[src/rtl/sd_src_switch_ctrl.sv]
// sd_src_switch_ctrl
// Hands SD-SPI ownership between the physical SD slot and the HPS-backed
// virtual card. A mount/unmount request is latched at any time. It is only
// committed once the master has deselected the card and the bus has been
// quiet for QUIET_CYCLES clocks. Both targets are then held deselected for
// HOLDOFF_CYCLES, so the CPU sees a clean card swap.
// The block also produces a stretched activity LED and a one-cycle
// media-change pulse.
//
// There is no valid/ready handshake on this block. i_img_mounted is a
// single-cycle strobe that is always accepted. A newer strobe simply
// overwrites the latched target, so the latest event wins.
module sd_src_switch_ctrl #(
  parameter int QUIET_CYCLES   = 1024,
  parameter int HOLDOFF_CYCLES = 64,
  parameter int LED_STRETCH    = 2500000
) (
  input  logic       i_clk_sys,
  input  logic       i_reset_n,
  input  logic       i_img_mounted,
  input  logic       i_img_present,
  input  logic       i_spi_ss,
  input  logic       i_spi_sck,
  input  logic       i_spi_mosi,
  input  logic       i_phys_miso,
  input  logic       i_virt_miso,
  output logic       o_spi_miso,
  output logic       o_phys_ss,
  output logic       o_phys_sck,
  output logic       o_phys_mosi,
  output logic       o_virt_ss,
  output logic       o_vsd_sel,
  output logic       o_busy,
  output logic       o_media_change,
  output logic       o_led_act,
  output logic [2:0] o_dbg_state
);

  // Counter widths: $clog2(N) bits are enough to hold N-1, which is the
  // terminal count of each counter.
  localparam int QW = (QUIET_CYCLES   > 1) ? $clog2(QUIET_CYCLES)   : 1;
  localparam int HW = (HOLDOFF_CYCLES > 1) ? $clog2(HOLDOFF_CYCLES) : 1;
  localparam int LW = (LED_STRETCH    > 1) ? $clog2(LED_STRETCH)    : 1;

  localparam logic [QW-1:0] QUIET_LAST = QW'(QUIET_CYCLES - 1);
  localparam logic [HW-1:0] HOLD_LAST  = HW'(HOLDOFF_CYCLES - 1);
  localparam logic [LW-1:0] LED_LAST   = LW'(LED_STRETCH - 1);

  typedef enum logic [2:0] {
    S_IDLE    = 3'd0,
    S_ARMED   = 3'd1,
    S_QUIET   = 3'd2,
    S_SWITCH  = 3'd3,
    S_HOLDOFF = 3'd4
  } state_t;

  state_t          r_state;
  logic            r_vsd_sel;
  logic            r_pending;
  logic            r_target;
  logic            r_media_change;
  logic [QW-1:0]   r_quiet_cnt;
  logic [HW-1:0]   r_hold_cnt;
  logic            r_led_act;
  logic [LW-1:0]   r_led_cnt;
  logic            r_sck_q;
  logic            r_mosi_q;
  logic            r_miso_q;

  logic            w_hold;
  logic            w_spi_miso;
  logic            w_act;

  // During holdoff both chip selects are forced high and the master reads
  // an idle (all-ones) MISO line.
  assign w_hold     = (r_state == S_HOLDOFF);
  assign w_spi_miso = w_hold ? 1'b1 : (r_vsd_sel ? i_virt_miso : i_phys_miso);

  assign o_spi_miso  = w_spi_miso;
  assign o_phys_ss   = i_spi_ss | r_vsd_sel | w_hold;
  assign o_phys_sck  = i_spi_sck & ~r_vsd_sel & ~w_hold;
  assign o_phys_mosi = i_spi_mosi & ~r_vsd_sel & ~w_hold;
  assign o_virt_ss   = i_spi_ss | ~r_vsd_sel | w_hold;

  assign o_vsd_sel      = r_vsd_sel;
  assign o_busy         = (r_state != S_IDLE);
  assign o_media_change = r_media_change;
  assign o_led_act      = r_led_act;
  assign o_dbg_state    = r_state;

  // Any edge on sck, mosi or the returned miso counts as bus activity.
  assign w_act = (i_spi_sck  ^ r_sck_q)  |
                 (i_spi_mosi ^ r_mosi_q) |
                 (w_spi_miso ^ r_miso_q);

  // Previous-cycle copies of the SPI lines, used for edge detection.
  always_ff @(posedge i_clk_sys or negedge i_reset_n) begin
    if (!i_reset_n) begin
      r_sck_q  <= 1'b0;
      r_mosi_q <= 1'b0;
      r_miso_q <= 1'b0;
    end else begin
      r_sck_q  <= i_spi_sck;
      r_mosi_q <= i_spi_mosi;
      r_miso_q <= w_spi_miso;
    end
  end

  // Ownership sequencer: wait for a deselected and quiet bus, commit the
  // switch, then hold both targets off. The request latch is updated last,
  // so a strobe in the same cycle as a clear keeps the request alive.
  always_ff @(posedge i_clk_sys or negedge i_reset_n) begin
    if (!i_reset_n) begin
      r_state        <= S_IDLE;
      r_vsd_sel      <= 1'b0;
      r_pending      <= 1'b0;
      r_target       <= 1'b0;
      r_media_change <= 1'b0;
      r_quiet_cnt    <= '0;
      r_hold_cnt     <= '0;
    end else begin
      r_media_change <= 1'b0;
      case (r_state)
        S_IDLE: begin
          if (r_pending) begin
            if (r_target != r_vsd_sel) begin
              r_state <= S_ARMED;
            end else begin
              // The request already matches the current owner, so drop it silently.
              r_pending <= 1'b0;
            end
          end
        end
        S_ARMED: begin
          // Never cut a transaction: wait for the master to deselect.
          if (i_spi_ss) begin
            r_state     <= S_QUIET;
            r_quiet_cnt <= '0;
          end
        end
        S_QUIET: begin
          if (!i_spi_ss || w_act) begin
            r_state <= S_ARMED;
          end else if (r_quiet_cnt == QUIET_LAST) begin
            r_state <= S_SWITCH;
          end else begin
            r_quiet_cnt <= r_quiet_cnt + 1'b1;
          end
        end
        S_SWITCH: begin
          r_vsd_sel      <= r_target;
          r_pending      <= 1'b0;
          r_media_change <= 1'b1;
          r_hold_cnt     <= '0;
          r_state        <= S_HOLDOFF;
        end
        S_HOLDOFF: begin
          if (r_hold_cnt == HOLD_LAST) begin
            r_state <= S_IDLE;
          end else begin
            r_hold_cnt <= r_hold_cnt + 1'b1;
          end
        end
        default: begin
          r_state <= S_IDLE;
        end
      endcase
      if (i_img_mounted) begin
        r_target  <= i_img_present;
        r_pending <= 1'b1;
      end
    end
  end

  // Activity LED: retrigger on every edge, then stay lit for LED_STRETCH cycles.
  always_ff @(posedge i_clk_sys or negedge i_reset_n) begin
    if (!i_reset_n) begin
      r_led_act <= 1'b0;
      r_led_cnt <= '0;
    end else if (w_act) begin
      r_led_act <= 1'b1;
      r_led_cnt <= LED_LAST;
    end else if (r_led_cnt == '0) begin
      r_led_act <= 1'b0;
    end else begin
      r_led_cnt <= r_led_cnt - 1'b1;
    end
  end

endmodule

[config.mk]
export PLATFORM = sky130hd
export DESIGN_NAME = sd_src_switch_ctrl
export DESIGN_NICKNAME = d
export VERILOG_FILES = /design/src/rtl/sd_src_switch_ctrl.sv
export SDC_FILE = /design/constraint.sdc
export NUM_CORES = 1
export LEC_CHECK = 0
export CAP_MARGIN = 25
export CORE_MARGIN = 2
export CORE_UTILIZATION = 30
export DETAILED_ROUTE_END_ITERATION = 7
export PLACE_DENSITY = 0.54
export SETUP_SLACK_MARGIN = 0.4
export SYNTH_ARGS = -nofsm -noshare
export SYNTH_HDL_FRONTEND = slang
export SYNTH_SLANG_ARGS = --single-unit
[constraint.sdc]
create_clock -name i_clk_sys -period 2.23 [get_ports i_clk_sys]
set_input_delay 0.446 -clock i_clk_sys [delete_from_list [all_inputs] [get_ports i_clk_sys]]
set_output_delay 0.446 -clock i_clk_sys [all_outputs]
set_load 0.01 [all_outputs]
==> results.md <==
- Met2 Track Usage GR: 0.223
- GRT met1 Usage: 0.189
- CP endpoint kind: flip-flop
- Flops & latches, synth: slightly below 50
- Overflow after GRT: 0
- Crit share post-route: 0.909
- Cell internal pwr: 0.00206 W
- Most Used Layer, Global Route: met2
- Static Leak: 1.58 nW
- Largest stage delay, worst path: between 0.5 and 0.6 ns
- Count leader, synth: dfrtp_1
- Synthesized netlist cell count: about 280
- Die extent in x: between 90 and 100 um
- Final setup fails: 0
- Post-Route WL: roughly 6600 um
- NumNets Final: around 360
- CTS clock-pin slew for the worst setup and hold paths: 0.10 ns
- Vias in the first global route: between 2k and 2.5k
- Post-synthesis async set-or-reset flop share: 1.00
- Number of synthesis warnings: 0
- Maximum number of pins on one net before global-route repair: 25
- Crit-path max FO: 2
- CTS Buffer Depth: 2
- Synthesized area per cell: slightly above 9 um2
- CTS tree: built
- Row count: 34
- NetSw: approximately 0.00094 W
- Logic gate share of total power: 0.388
- Post-route ant nets: 0
- Total track usage: 0.138
- Number of synthesized flops with an enable pin: 0
- Post-synth top cells: dfrtp_1, nand2_1, nor2_1, nand3_1, nor3_1
- Routed length per instance: 14.4 um
- Sequential element share of the synthesized area: 0.466
- Synth unique cells: 51
- Number of port buffers: 20
- Fin crit period: roughly 2 ns
- Initial antenna violation count: 0
- Flop pwr share: 0.352
- DR iter-0 viols: 99
- Met3 Resource Use GR: 0.0259
- Syn_nets: between 200 and 300
- Filler instances: 830
- Status: completed
- Final hold violation count: 0
- Max_slew headroom: 0.724
- Worst-margin pin slew: 0.410 ns
- DRC Markers: 0
- H-tree depth: 2
- Clk network pwr share: 0.260
- Ant diodes: 0
- Slowest CP cell: or4_4
- Hold crit path type: input port to asynchronous set/reset pin
- Worst skew pair latency: about 0.31 ns
- Core Area: 8590 um2
- Maxcap violations: 0
- Critical Path AT: 2.22 ns
- CP dominant cell by count: or4_4
- FMAX: ~490 MHz
- Ranking of synthesized cells by area: dfrtp_1, nand2_1, xnor2_1
- Boundary Pins: 21
- First-pass GRT wire length: 11000 um
- Via density: 5.12
- GP Congestion: between 0.7 and 0.8
- Critical path cell sequence: or4_4 -> or4_4 -> a211oi_4 -> buf_4 -> xnor2_1 -> nand2_1
- Hold slack: 0.0262 ns
- Pins Over Slew Limit: 0
- Design area: roughly 3800 um2
- CP Launch Type: flip-flop
- Peak supply drop: approximately 0.56 mV
- Required @ worst endpoint: 2.43 ns
- Share of layout cells above drive strength 1: 0.319
- Initial Util: 0.306
- Vias: about 2.3k
- Pre-antenna DRT Iters: 4
- Clock Skews: around 0.011 ns
- Synth top area share: 0.466
- Crit Path Category: flip-flop to flip-flop
- Mapped Area: ~2600 um2
- RSZ-0062 raised after global routing: true
- Root Driver: clkbuf_8
- Placed cell areas: around 3100 um2
- Top cell type by total area after synthesis: dfrtp_1
- Die Y: just under 100 um
- Sw Ratio: 0.313
- Post-DP HPWL: ~4000 um
- PD cells: ~790 nW/um2
- Hold Buf Count CTS: 0
- Clock Sinks: between 40 and 50
- Most used DFF post-synth: dfrtp_1
- Total CTS buffers: 5
- Die ar.: roughly 9500 um2
- Syn-to-layout area delta: 43.8%
## cell usage in the layout (no fill, tap or decap), types with 4 or more instances in the layout
master	count
clkdlybuf4s50_1	9
and2_1	5
nor2_1	14
buf_4	29
dfrtp_1	46
or3_1	5
and3_1	4
nor3_1	10
a21oi_1	4
o21ai_0	9
nand3_1	12
nand2_1	39
buf_6	14
o211ai_1	7
nand3b_1	4
or4_1	5
nand4_1	7
a21oi_2	5
buf_2	5
xor2_1	8
nor2_2	5
clkbuf_8	5
inv_1	5
or4_4	5
dlymetal6s2s_1	4
xnor2_1	10
## state kept, by name, summed over array words and instances, names as in the netlist
| name | flops |
|---|---|
| o_dbg_state | 3 |
| o_led_act | 1 |
| o_media_change | 1 |
| o_vsd_sel | 1 |
| r_hold_cnt | 6 |
| r_led_cnt | 22 |
| r_miso_q | 1 |
| r_mosi_q | 1 |
| r_pending | 1 |
| r_quiet_cnt | 10 |
| r_sck_q | 1 |
| r_target | 1 |
## logic make-up (layout without fill, tap and decap cells)
family / count (synthesis) / after routing / synth area share
XOR/XNOR: 18 / 18 / 0.0599
buffers and inverters: 14 / 78 / 0.0238
adder cells (fa/ha/maj): 3 / 3 / 0.0143
flip-flops: 49 / 49 / 0.466
AND/OR/NAND/NOR: 147 / 147 / 0.296
multiplexers: 4 / 4 / 0.0162
AO/OA/AOI/OAI: 48 / 49 / 0.123
## power by group through the flow
stage          sequential [W]  clock [W]  combinational (W)
2_1_floorplan         0.00109          0           0.000411
3_3_place_gp          0.00106          0           0.000811
3_5_place_dp          0.00106          0           0.000814
4_1_cts               0.00105   0.000806           0.000947
5_1_grt               0.00107   0.000844            0.00127
6_report              0.00105   0.000779            0.00116
## area by class of cell
type	count	area, um2	share of cell area
inverters	5	18.8	0.00496
clock inverters	3	68.8	0.0182
well taps	108	135	0.0357
multi-input cells	221	1640	0.433
clock buffers	5	68.8	0.0182
flip-flops and latches	49	1230	0.325
repair buffers	65	621	0.164
## worst max-delay path: cells and delay by family (launching register included)
family	cells	cell delay, ns
buf+inv	1	0.16
flops	1	0.39
compound gates	1	0.22
xor+xnor	1	0.10
simple gates	3	1.06
## worst paths after layout
check / start / to / slack [ns] / depth (start not counted)
max in group asynchronous: i_reset_n / o_dbg_state[0] / 1.67 / 2
hold reg to reg: r_hold_cnt[0] / r_hold_cnt[0] / 0.53 / 1
setup reg to reg: r_led_cnt[6] / r_led_cnt[13] / 0.20 / 6
min in group i_clk_sys: r_hold_cnt[0] / r_hold_cnt[0] / 0.53 / 1
setup / recovery: r_led_cnt[6] / r_led_cnt[13] / 0.20 / 6
hold / removal: i_reset_n / r_led_cnt[11] / 0.03 / 1
## what timing repair did
action,4_1_cts,5_1_grt
endpoints found under the setup margin,34,43
gates cloned,1,1
resized for setup,48,57
pin swaps,18,24
setup buffers,18,7
## routing by layer
metal	share of wire	vias to the layer above
met5	0	-
met4	0.010	0
met3	0.024	6
met2	0.49	37
met1	0.47	1136
li1	-	1156
## per-stage QoR
stage	setup TNS, ns	util	setup slack [ns]	cells	power [W]
final	0	0.440	0.203	456	0.00299
after global routing	0	0.440	0.146	456	0.00318
after detailed placement	-0.0224	0.361	-0.0218	421	0.00187
after floorplan	0	-	0.221	283	0.00150
after global placement	0	0.361	0.0360	421	0.00187
after CTS	0	0.406	0.198	448	0.00280
Power figures use the tool's default switching activity.
